<file path="config.mk">
export PLATFORM = sky130hd
export DESIGN_NAME = led_bank_arbiter_flat
export DESIGN_NICKNAME = d
export VERILOG_FILES = /design/src/rtl/led_bank_arbiter_if.sv /design/src/rtl/led_bank_arbiter.sv /design/src/flat_wrapper.sv
export SDC_FILE = /design/constraint.sdc
export NUM_CORES = 1
export LEC_CHECK = 0
export CAP_MARGIN = 5
export CORE_MARGIN = 2
export CORE_UTILIZATION = 40
export CTS_CLUSTER_SIZE = 28
export DETAILED_ROUTE_END_ITERATION = 6
export GPL_TIMING_DRIVEN = 0
export SLEW_MARGIN = 20
export SYNTH_ARGS = -nofsm -noshare
export SYNTH_HDL_FRONTEND = slang
export SYNTH_SLANG_ARGS = --single-unit
</file>
<file path="constraint.sdc">
create_clock -name clk -period 5.7 [get_ports clk]
set_clock_uncertainty 0.15 [all_clocks]
set_input_delay 0.855 -clock clk [delete_from_list [all_inputs] [get_ports clk]]
set_output_delay 0.855 -clock clk [all_outputs]
set_load 0.01 [all_outputs]
</file>
<file path="src/rtl/led_bank_arbiter_if.sv">
// LED bank arbiter bus: requester side (master) and arbiter side (slave).
interface led_bank_arbiter_if #(
   parameter int unsigned LED_W = 8
);
   logic [3:0]         req;
   logic [4*LED_W-1:0] pat_in;
   logic [3:0]         duty;
   logic [3:0]         grant;
   logic [3:0]         ack;
   logic               busy;
   logic [LED_W-1:0]   led_out;

   modport master (
      output req, pat_in, duty,
      input  grant, ack, busy, led_out
   );

   modport slave (
      input  req, pat_in, duty,
      output grant, ack, busy, led_out
   );
endinterface

</file>
<file path="src/rtl/led_bank_arbiter.sv">
// Round-robin owner of the shared LED bank. Each winner holds the bank for a
// fixed dwell, its pattern is snapshotted at grant time and shown through a
// global 4-bit PWM brightness stage.
module led_bank_arbiter #(
   parameter int unsigned LED_W        = 8,
   parameter int unsigned DWELL_CYCLES = 25_000_000
) (
   input logic            clk,
   input logic            rst_n,
   led_bank_arbiter_if.slave bus
);

   localparam int unsigned CNT_W = $clog2(DWELL_CYCLES);
   localparam logic [CNT_W-1:0] CNT_LOAD = CNT_W'(DWELL_CYCLES - 1);

   typedef enum logic [0:0] {StIdle, StDwell} state_e;

   state_e             state_q;
   logic [CNT_W-1:0]   cnt_q;
   logic [1:0]         last_q;
   logic [LED_W-1:0]   pat_q;
   logic [3:0]         grant_q;
   logic [3:0]         ack_q;
   logic               busy_q;
   logic [3:0]         pwm_q;
   logic [LED_W-1:0]   led_q;

   logic               win_valid;
   logic [1:0]         win_idx;
   logic [1:0]         scan_idx;
   logic               dwell_end;
   logic               start;
   logic               owner_req;
   logic               pwm_on;

   // Round-robin scan from last+1; the downward loop lets the nearest hit win.
   always_comb begin
      win_valid = 1'b0;
      win_idx   = 2'd0;
      scan_idx  = 2'd0;
      for (int k = 4; k >= 1; k--) begin
         scan_idx = last_q + 2'(k);
         if (bus.req[scan_idx]) begin
            win_valid = 1'b1;
            win_idx   = scan_idx;
         end
      end
   end

   // Dwell ends on early release (owner dropped req) or counter terminal;
   // while dwelling the owner is always last_q.
   always_comb begin
      owner_req = bus.req[last_q];
      dwell_end = (state_q == StDwell) && (!owner_req || (cnt_q == '0));
      start     = win_valid && ((state_q == StIdle) || dwell_end);
      pwm_on    = (bus.duty == 4'hF) || (pwm_q < bus.duty);
   end

   // Arbitration FSM with registered grant/ack/busy and pattern snapshot.
   always_ff @(posedge clk or negedge rst_n) begin
      if (!rst_n) begin
         state_q <= StIdle;
         cnt_q   <= '0;
         last_q  <= 2'd3;
         pat_q   <= '0;
         grant_q <= '0;
         ack_q   <= '0;
         busy_q  <= 1'b0;
      end else begin
         // Ack only when the dwell ran to terminal; release wins a tie.
         ack_q <= (dwell_end && owner_req) ? (4'b0001 << last_q) : 4'b0000;
         if (start) begin
            state_q <= StDwell;
            busy_q  <= 1'b1;
            grant_q <= 4'b0001 << win_idx;
            pat_q   <= bus.pat_in[win_idx*LED_W +: LED_W];
            cnt_q   <= CNT_LOAD;
            last_q  <= win_idx;
         end else if (dwell_end) begin
            state_q <= StIdle;
            busy_q  <= 1'b0;
            grant_q <= '0;
            pat_q   <= '0;
         end else if (state_q == StDwell) begin
            cnt_q <= cnt_q - CNT_W'(1);
         end
      end
   end

   // Free-running PWM counter and registered LED drive.
   always_ff @(posedge clk or negedge rst_n) begin
      if (!rst_n) begin
         pwm_q <= '0;
         led_q <= '0;
      end else begin
         pwm_q <= pwm_q + 4'd1;
         led_q <= pwm_on ? pat_q : '0;
      end
   end

   assign bus.grant   = grant_q;
   assign bus.ack     = ack_q;
   assign bus.busy    = busy_q;
   assign bus.led_out = led_q;

endmodule
</file>
<file path="src/flat_wrapper.sv">
// flat-port wrapper written by rule: the top's interface ports become plain ports
module led_bank_arbiter_flat 
#(
   parameter int unsigned LED_W        = 8,
   parameter int unsigned DWELL_CYCLES = 25_000_000
)
  (clk, rst_n, bus_req, bus_pat_in, bus_duty, bus_grant, bus_ack, bus_busy, bus_led_out);
  led_bank_arbiter_if #(.LED_W(LED_W)) bus_i ();
  input logic clk;
  input logic rst_n;
  input wire logic [$bits(bus_i.req)-1:0] bus_req;
  input wire logic [$bits(bus_i.pat_in)-1:0] bus_pat_in;
  input wire logic [$bits(bus_i.duty)-1:0] bus_duty;
  output wire logic [$bits(bus_i.grant)-1:0] bus_grant;
  output wire logic [$bits(bus_i.ack)-1:0] bus_ack;
  output wire logic [$bits(bus_i.busy)-1:0] bus_busy;
  output wire logic [$bits(bus_i.led_out)-1:0] bus_led_out;
  assign bus_i.req = bus_req;
  assign bus_i.pat_in = bus_pat_in;
  assign bus_i.duty = bus_duty;
  assign bus_grant = bus_i.grant;
  assign bus_ack = bus_i.ack;
  assign bus_busy = bus_i.busy;
  assign bus_led_out = bus_i.led_out;
  led_bank_arbiter #(.LED_W(LED_W), .DWELL_CYCLES(DWELL_CYCLES)) u_core (.clk(clk), .rst_n(rst_n), .bus(bus_i));
endmodule
</file>
==> results.yml, run 1 <==
worst_hold_path:
  hp-start: "u_core.cnt_q[17]"
  min_to: "u_core.cnt_q[17]"
  hp-class: "flip-flop to flip-flop"
  holdPathStages: 1
die:
  die_h_um: 89.6
  core_um2: 7180
  ios: 59
  fp-row-count: 31
  die_x_um: 89.6
  dieArea_um2: 8020
  initial_core_util_pct: 40.8
route:
  first_pass_iters: 4
  antenna_left: 0
  drt_wl_total_mm: 7.09
  drcViolationCount: 0
  vias: 2442
  drtIter0Drc: 70
  routedWlPerCell_um: 15.9
  vias_per_cell: 5.48
logic_synthesis:
  synth-edff-count: 0
  synth_fp_nets: 331
  syn_area_per_cell_um2: 10.5
  synth.distinct_cells: 47
  synth_top_cells_by_area: "dfrtp_1 46%, mux2i_1 8.9%, o21ai_0 5.0%"
  ys_seq_area_share_pct: 47.9
  ys_async_sr_fraction_pct: 100
  synth_area_leader_cell: "dfrtp_1"
  yosys_warnings: 0
  ys.flop_type: "dfrtp_1"
  syn_area_um2: 2930
  synthCells: 280
  synth-seq-cells: 56
  yosysTopAreaCellShare_pct: 46.2
cells_and_area:
  stdcell_count: 446
  area_growth_syn_to_layout_pct: 27.4
  utilization_pct: 52.0
  antenna_cells: 0
  drive_gt1_share_pct: 6.05
  nNetsFinal: 397
  nFillCells: 670
power_and_ir_drop:
  ir_worst_vdd_mv: 0.164
  leakagePower_uw: 0.00148
  power_density_nw_per_um2: 349
timing:
  final-setup-viol-count: 0
  fin_crit_ps: 3420
  final.setup.tns_ps: 0
  rsz0062_at_grt: "false"
  max_slew.worst_pin.slew_ps: 851
  timing.fmax_mhz: 293
  maxSlewViolCount: 0
  hold_viol: 0
  worst_slew_margin_rel_pct: 43.0
  fin_crit_sh_pct: 60.0
clock_network:
  htree_levels: 2
  cts_resized: 0
  cts_buffer_depth: 2
  clock-sinks: 56
  root_buffer: "clkbuf_8"
  clkTransAtPathRegs_ps: 100
  postCtsSetupBuffers: 0
  clk_latency_ps: 310
  cts_tree: "done"
  cts_made_buffers: 5
  postCtsHoldBufs: 0
placed_design:
  portBuffers: 58
  placed_cells: 438
  place.gp.congestion: 0.869
  hpwl_mm: 5.07
critical_path:
  cp-end-kind: "flip-flop"
  r2r_cells: 7
  slowest_delay_ps: 700
  reg2reg_to: "u_core.pat_q[5]"
  cp_slowest_cell: "nor4_2"
  worst_setup_path_start_kind: "input port"
  path_delay_family: "buffers and inverters"
  worst-path-max-fanout: 10
  timing.rr.start: "u_core.cnt_q[0]"
  rrSetupSlack_ps: 2430
  crit_type: "input port to flip-flop"
  cp.required_ps: 5700
  arrival_ps: 3420
  cp_cell_sequence: "clkdlybuf4s50_1 > nor4_2 > buf_2 > inv_1 > clkbuf_1 > o211ai_1 > o221ai_1"
  worst-path-buf-inv: 4
  startpoint: "bus_req[0]"
run_status:
  outcome: "complete, no violations"
grt:
  grt_pass1_wl_mm: 11.2
  grt_usage_pct: 18.2
  gr-total-overflow: 0
  grt_pass1_vias: 2286
  grt_max_degree: 57
  antenna_found_initial: 0
flow_run:
  drv_cap: 0
-- through the flow --
stage,setup slack [ps],area [um2],total power (uW),hold WS (ps)
after global routing,2120,3730,1400,359
after global placement,1320,3630,1090,315
after floorplan,2950,2930,879,285
final,2280,3730,1300,335
after CTS,2300,3730,1320,338
after detailed placement,1960,3640,1100,321
-- layout by cell type, fill, tap and decap left out, types with 3 or more instances in the layout --
cell	instances
clkdlybuf4s50_1	57
dfrtp_1	54
o21ai_0	29
mux2i_1	26
nor2_1	16
inv_1	12
a21oi_1	10
clkbuf_1	9
ha_1	9
nor3_1	8
nor4_1	8
a21boi_0	8
o221ai_1	8
and2_1	7
nand2_1	7
nand3_1	5
or4_1	5
or3_1	5
clkbuf_8	5
xor2_1	4
o31ai_1	4
o2bb2ai_1	4
buf_2	3
a21o_1	3
mux2_2	3
-- cells by family after synthesis --
| kind of cell | share of synthesized area (%) |
|---|---|
| AO/OA/AOI/OAI | 19.5 |
| XOR/XNOR | 1.79 |
| adder cells (fa/ha/maj) | 3.85 |
| buffers and inverters | 3.42 |
| flip-flops | 47.9 |
| multiplexers | 10.8 |
| AND/OR/NAND/NOR | 12.7 |
-- cells in the mapped netlist (5+ instances only) --
library cell   n
clkbuf_1       9
and2_1         7
dfrtp_1       54
nor2_1        16
nand3_1        5
nand2_1        7
nor4_1         9
inv_1         12
a21boi_0       8
or4_1          5
or3_1          5
a21oi_1       10
o21ai_0       29
o221ai_1       8
mux2i_1       26
ha_1           9
nor3_1         8
-- metal layers --
| layer | GRT usage (%) | vias up | wire [um] |
|---|---|---|---|
| li1 | - | 1185 | - |
| met1 | 24.1 | 1204 | 3310 |
| met5 | 0 | - | 0 |
| met4 | 4.75 | 0 | 85 |
| met3 | 3.79 | 9 | 231 |
| met2 | 30.3 | 44 | 3460 |
-- power by group --
part / leakage (uW) / switching [uW] / internal [uW]
Clock: 0.0000479 / 131 / 86.1
Sequential: 0.000653 / 54.4 / 487
Combinational: 0.000774 / 286 / 258
Total: 0.00148 / 472 / 831
-- worst register-to-register path: cells and delay by family (launching register included) --
family / cells / cell delay [ps]
flops: 1 / 430
buf+inv: 1 / 70
simple gates: 2 / 880
compound gates: 3 / 1480
fa+ha+maj: 1 / 170
-- registers in the layout (all words and copies together) (netlist names) --
| name | cells |
|---|---|
| u_core.bus.ack | 4 |
| u_core.pat_q | 8 |
| u_core.pwm_q | 4 |
| u_core.state_q | 1 |
| u_core.cnt_q | 25 |
| u_core.last_q | 2 |
| u_core.bus.led_out | 8 |
| u_core.bus.grant | 4 |
-- worst max-delay path by stage --
stage | end | slack [ps] | depth (start not counted)
after CTS | u_core.pat_q[5] | 2300 | 7
after detailed placement | u_core.pat_q[5] | 1960 | 7
after global placement | u_core.pat_q[5] | 1320 | 6
final | u_core.pat_q[5] | 2280 | 7
after global routing | u_core.pat_q[1] | 2120 | 7
after floorplan | u_core.pat_q[1] | 2950 | 7
-- final cells by class --
| cell class | instances | area, um2 | share of cell area [%] |
|---|---|---|---|
| multi-input cells | 200 | 1430 | 38.4 |
| plain buffers | 12 | 55.1 | 1.48 |
| inverters | 12 | 45.0 | 1.21 |
| clock inverters | 3 | 18.8 | 0.503 |
| well taps | 99 | 124 | 3.32 |
| clock buffers | 5 | 68.8 | 1.85 |
| repair buffers | 59 | 583 | 15.6 |
| flip-flops and latches | 56 | 1400 | 37.7 |
No activity file was read; power rests on OpenSTA's default activity.
==> inputs of run 2 (changes only) <==
==> constraint.sdc (replaced) <==
create_clock -name clk -period 3.15 [get_ports clk]
set_clock_uncertainty 0.15 [all_clocks]
set_input_delay 0.4725 -clock clk [delete_from_list [all_inputs] [get_ports clk]]
set_output_delay 0.4725 -clock clk [all_outputs]
set_load 0.01 [all_outputs]
==> results.yml, run 2 (synthesized netlist as in run 1, its figures left out) <==
die:
  core_um2: 7180
  initial_core_util_pct: 40.8
  die_x_um: 89.6
  dieArea_um2: 8020
  die_h_um: 89.6
  ios: 59
  fp-row-count: 31
clock_network:
  cts_made_buffers: 5
  htree_levels: 2
  postCtsHoldBufs: 0
  cts_tree: "done"
  clkTransAtPathRegs_ps: 100
  root_buffer: "clkbuf_8"
  clock-sinks: 56
  cts_buffer_depth: 2
  clk_latency_ps: 310
critical_path:
  worst_setup_path_start_kind: "flip-flop"
  rrSetupSlack_ps: 220
  cp.required_ps: 3220
  crit_type: "flip-flop to flip-flop"
  critPathCapture: "u_core.pat_q[5]"
  startpoint: "u_core.cnt_q[19]"
  arrival_ps: 3000
  cp-end-kind: "flip-flop"
  timing.rr.start: "u_core.cnt_q[19]"
  worst-path-max-fanout: 10
  r2r_cells: 7
  reg2reg_to: "u_core.pat_q[5]"
cells_and_area:
  final_common_cell: "clkdlybuf4s50_1"
  nFillCells: 663
  largest_reg_flops: 25
  drive_gt1_share_pct: 7.47
  nNetsFinal: 398
  antenna_cells: 0
  max_flop_register: "u_core.cnt_q"
  most-common-layout-cells: "57 x clkdlybuf4s50_1, 54 x dfrtp_1, 29 x o21ai_0"
  stdcell_count: 447
  area_growth_syn_to_layout_pct: 28.5
placed_design:
  dp_slack_ps: -207
  portBuffers: 58
  place.gp.congestion: 0.869
  hpwl_mm: 5.07
  placed_cells: 438
power_and_ir_drop:
  ir_worst_vdd_mv: 0.307
  seq_power_share_pct: 41.3
  power_density_nw_per_um2: 631
  p_clk_share_pct: 16.5
  p_sw_uw: 854
  leakagePower_uw: 0.00149
  power.share.combinational_pct: 42.2
  power.internal_uw: 1520
  swShare_pct: 36.0
route:
  vias_per_cell: 5.45
  first_pass_iters: 4
  antenna_left: 0
  vias: 2437
  drtIter0Drc: 71
  routedWlPerCell_um: 15.8
  drt_wl_total_mm: 7.05
  drcViolationCount: 0
timing:
  maxSlewViolCount: 0
  rsz0062_at_grt: "false"
  fin_crit_ps: 2930
  timing.fmax_mhz: 341
  max_slew.worst_pin.slew_ps: 710
  hold_viol: 0
  final-setup-viol-count: 0
  setup_ws_ps: 221
  worst_slew_margin_rel_pct: 52.0
  fin_crit_sh_pct: 93.0
grt:
  gr-total-overflow: 0
  grt_pass1_vias: 2286
  grt_pass1_wl_mm: 11.2
  grt_max_degree: 57
  grt_usage_pct: 18.2
  antenna_found_initial: 0
run_status:
  outcome: "complete, no violations"
flow_run:
  drv_cap: 0
worst_hold_path:
  hp-class: "input port to async pin"
run 2: cell types whose count changed in the layout (fill, tap and decap cells not counted):
cell      before  now
o31ai_2        1    0
o31ai_4        0    1
nor4_4         0    1
buf_4          1    2
nand3_2        0    1
nor4_2         1    0
clkbuf_2       0    3
clkbuf_1       9    6
nand3_1        5    4
run 2: final cells by class:
type	count	area, um2	share of cell area, %
sequential	56	1400	37.3
buffer	12	58.8	1.56
tap	99	124	3.29
inverter	12	45.0	1.20
clock buffer	5	68.8	1.83
timing repair buffer	60	591	15.7
multi-input combinational	200	1450	38.6
clock inverter	3	18.8	0.499
run 2: through the flow:
stage | TNS, ps | power, uW | hold slack, ps | util [%] | area [um2]
2_1_floorplan | 0 | 1590 | 26.9 | - | 2930
3_3_place_gp | -33780 | 1980 | 315 | 50.6 | 3630
3_5_place_dp | -1590 | 1990 | 321 | 50.7 | 3640
4_1_cts | 0 | 2390 | 84.4 | 52.1 | 3740
5_1_grt | 0 | 2550 | 107 | 52.4 | 3760
6_report | 0 | 2370 | 56.6 | 52.4 | 3760
run 2: worst min-delay path by stage:
stage / slack (ps) / to / depth (start not counted) / start
global placement: 310 / u_core.cnt_q[21] / 1 / u_core.cnt_q[21]
finish: 60 / u_core.pwm_q[2] / 1 / rst_n
detailed placement: 320 / u_core.cnt_q[17] / 1 / u_core.cnt_q[17]
global route: 110 / u_core.pwm_q[0] / 1 / rst_n
CTS: 80 / u_core.pwm_q[0] / 1 / rst_n
floorplan: 30 / u_core.bus.ack[0] / 0 / rst_n
run 2: repair_timing:
item                       in CTS  in global routing
buffers inserted                0                  1
gates resized for setup         1                  8
setup endpoints to repair      10                 26
run 2: routing by layer:
layer | share of wire (%) | global-route usage (%) | wire length (um)
met1 | 46 | 24.1 | 3230
met2 | 49 | 30.3 | 3460
met3 | 3.7 | 3.79 | 263
met4 | 1.3 | 4.75 | 90
met5 | 0 | 0 | 0
run 2: worst max-delay path, cell delays in order (launching register included):
cell and delay, ps:
dfrtp_1 430, or4_1 570, or4_1 400, buf_2 180
o31a_1 330, or3_1 420, buf_6 160, o221ai_1 200
run 2: power by group through the flow:
stage               combinational [uW]  clock (uW)  sequential (uW)
floorplan                          586           0             1000
global placement                   985           0              991
detailed placement                 993           0              996
CTS                               1000         409              981
global route                      1110         435             1000
finish                            1000         392              981
==> inputs of run 3 (changes only) <==
--- a/config.mk
+++ b/config.mk
@@ -5,12 +5,16 @@
 export SDC_FILE = /design/constraint.sdc
 export NUM_CORES = 1
 export LEC_CHECK = 0
+export ABC_CLOCK_PERIOD_IN_PS = 3150
 export CAP_MARGIN = 5
+export CELL_PAD_IN_SITES_DETAIL_PLACEMENT = 2
+export CELL_PAD_IN_SITES_GLOBAL_PLACEMENT = 2
 export CORE_MARGIN = 2
-export CORE_UTILIZATION = 40
+export CORE_UTILIZATION = 32
 export CTS_CLUSTER_SIZE = 28
 export DETAILED_ROUTE_END_ITERATION = 6
 export GPL_TIMING_DRIVEN = 0
+export PLACE_DENSITY_LB_ADDON = 0.1
 export SLEW_MARGIN = 20
 export SYNTH_ARGS = -nofsm -noshare
 export SYNTH_HDL_FRONTEND = slang
==> results.yml, run 3 (synthesized netlist as in run 1, its figures left out) <==
run_status:
  outcome: "complete, no violations"
timing:
  timing.fmax_mhz: 330
  rsz0062_at_grt: "false"
  worst_slew_margin_rel_pct: 49.3
  hold_viol: 0
  fin_crit_ps: 3030
  final-setup-viol-count: 0
  final.setup.tns_ps: 0
  fin_crit_sh_pct: 96.1
  maxSlewViolCount: 0
  max_slew.worst_pin.slew_ps: 749
  setup_ws_ps: 123
die:
  initial_core_util_pct: 33.2
  ios: 59
  fp-row-count: 34
  die_h_um: 99.7
  die_x_um: 99.7
  dieArea_um2: 9930
  core_um2: 8810
route:
  antenna_left: 0
  drcViolationCount: 0
  drtIter0Drc: 59
  first_pass_iters: 4
  drt_wl_total_mm: 8.49
  vias_per_cell: 5.50
  routedWlPerCell_um: 18.5
  vias: 2521
clock_network:
  cts_buffer_depth: 2
  htree_levels: 2
  clk_latency_ps: 310
  cts_made_buffers: 5
  clkTransAtPathRegs_ps: 100
  cts_tree: "done"
  clock-sinks: 56
  root_buffer: "clkbuf_8"
grt:
  antenna_found_initial: 0
  gr-total-overflow: 0
  grt_pass1_wl_mm: 14.3
  grt_pass1_vias: 2730
  grt_usage_pct: 18.0
  grt_max_degree: 42
cells_and_area:
  most-common-layout-cells: "57 x clkdlybuf4s50_1, 54 x dfrtp_1, 29 x o21ai_0"
  drive_gt1_share_pct: 7.71
  max_flop_register: "u_core.cnt_q"
  area_growth_syn_to_layout_pct: 30.8
  stdcell_count: 458
  largest_reg_flops: 25
  final_common_cell: "clkdlybuf4s50_1"
  nNetsFinal: 400
  antenna_cells: 0
critical_path:
  arrival_ps: 3100
  cp.required_ps: 3220
  worst-path-max-fanout: 10
  worst_setup_path_start_kind: "flip-flop"
  cp-end-kind: "flip-flop"
  r2r_cells: 7
  crit_type: "flip-flop to flip-flop"
power_and_ir_drop:
  leakagePower_uw: 0.00151
  ir_worst_vdd_mv: 0.324
  power_density_nw_per_um2: 656
placed_design:
  portBuffers: 58
  hpwl_mm: 6.37
  dp_slack_ps: -209
  placed_cells: 448
  place.gp.congestion: 0.719
worst_hold_path:
  hp-class: "flip-flop to flip-flop"
  holdPathStages: 1
flow_run:
  drv_cap: 0
## run 3: final timing paths
path / from / endpoint / slack, ps
hold / removal: u_core.cnt_q[24] / u_core.cnt_q[24] / 340
min in group asynchronous: rst_n / u_core.cnt_q[3] / 420
setup reg to reg: u_core.cnt_q[19] / u_core.pat_q[5] / 120
max in group asynchronous: rst_n / u_core.last_q[0] / 1880
hold reg to reg: u_core.cnt_q[24] / u_core.cnt_q[24] / 340
setup / recovery: u_core.cnt_q[19] / u_core.pat_q[5] / 120
## run 3: repair_timing
item                       CTS  global route
hold buffers                 1             0
buffers inserted             0             1
setup endpoints to repair   24            22
pin swaps                    0             1
resized for setup            3             5
hold endpoints to repair    14             0
## run 3: per-layer routing
metal | vias up | global-route usage, % | routed length [um]
li1 | 1196 | - | -
met1 | 1276 | 23.8 | 3940
met2 | 44 | 31.8 | 4240
met3 | 5 | 2.46 | 259
met4 | 0 | 3.37 | 46
met5 | - | 0 | 0
## run 3: layout make-up
| class | instances | area [um2] |
|---|---|---|
| fill | 947 | 4980 |
| multi-input combinational | 200 | 1450 |
| sequential | 56 | 1400 |
| timing repair buffer | 62 | 631 |
| tap | 108 | 135 |
| clock buffer | 6 | 72.6 |
| buffer | 12 | 58.8 |
| inverter | 12 | 45.0 |
| clock inverter | 2 | 35.0 |
## run 3: worst max-delay path, stage by stage (launching register included)
cell      delay (ps)
dfrtp_1          440
or4_1            600
or4_1            410
buf_2            190
o31a_1           340
or3_1            440
buf_6            170
o221ai_1         210
## run 3: where the power goes
part           total [uW]  switching [uW]  internal [uW]  leakage [uW]
clock network         482             245            237     0.0000552
logic                1050             560            491      0.000806
registers             979            97.9            881      0.000653
## run 3: stage by stage
stage / util, % / hold WS, ps / total power (uW) / instance area, um2
after detailed placement: 41.8 / 215 / 2050 / 3680
after global placement: 41.4 / 320 / 2010 / 3640
after floorplan: - / 26.9 / 1590 / 2930
after CTS: 43.3 / 350 / 2540 / 3810
after global routing: 43.5 / 372 / 2700 / 3830
final: 43.5 / 343 / 2510 / 3830
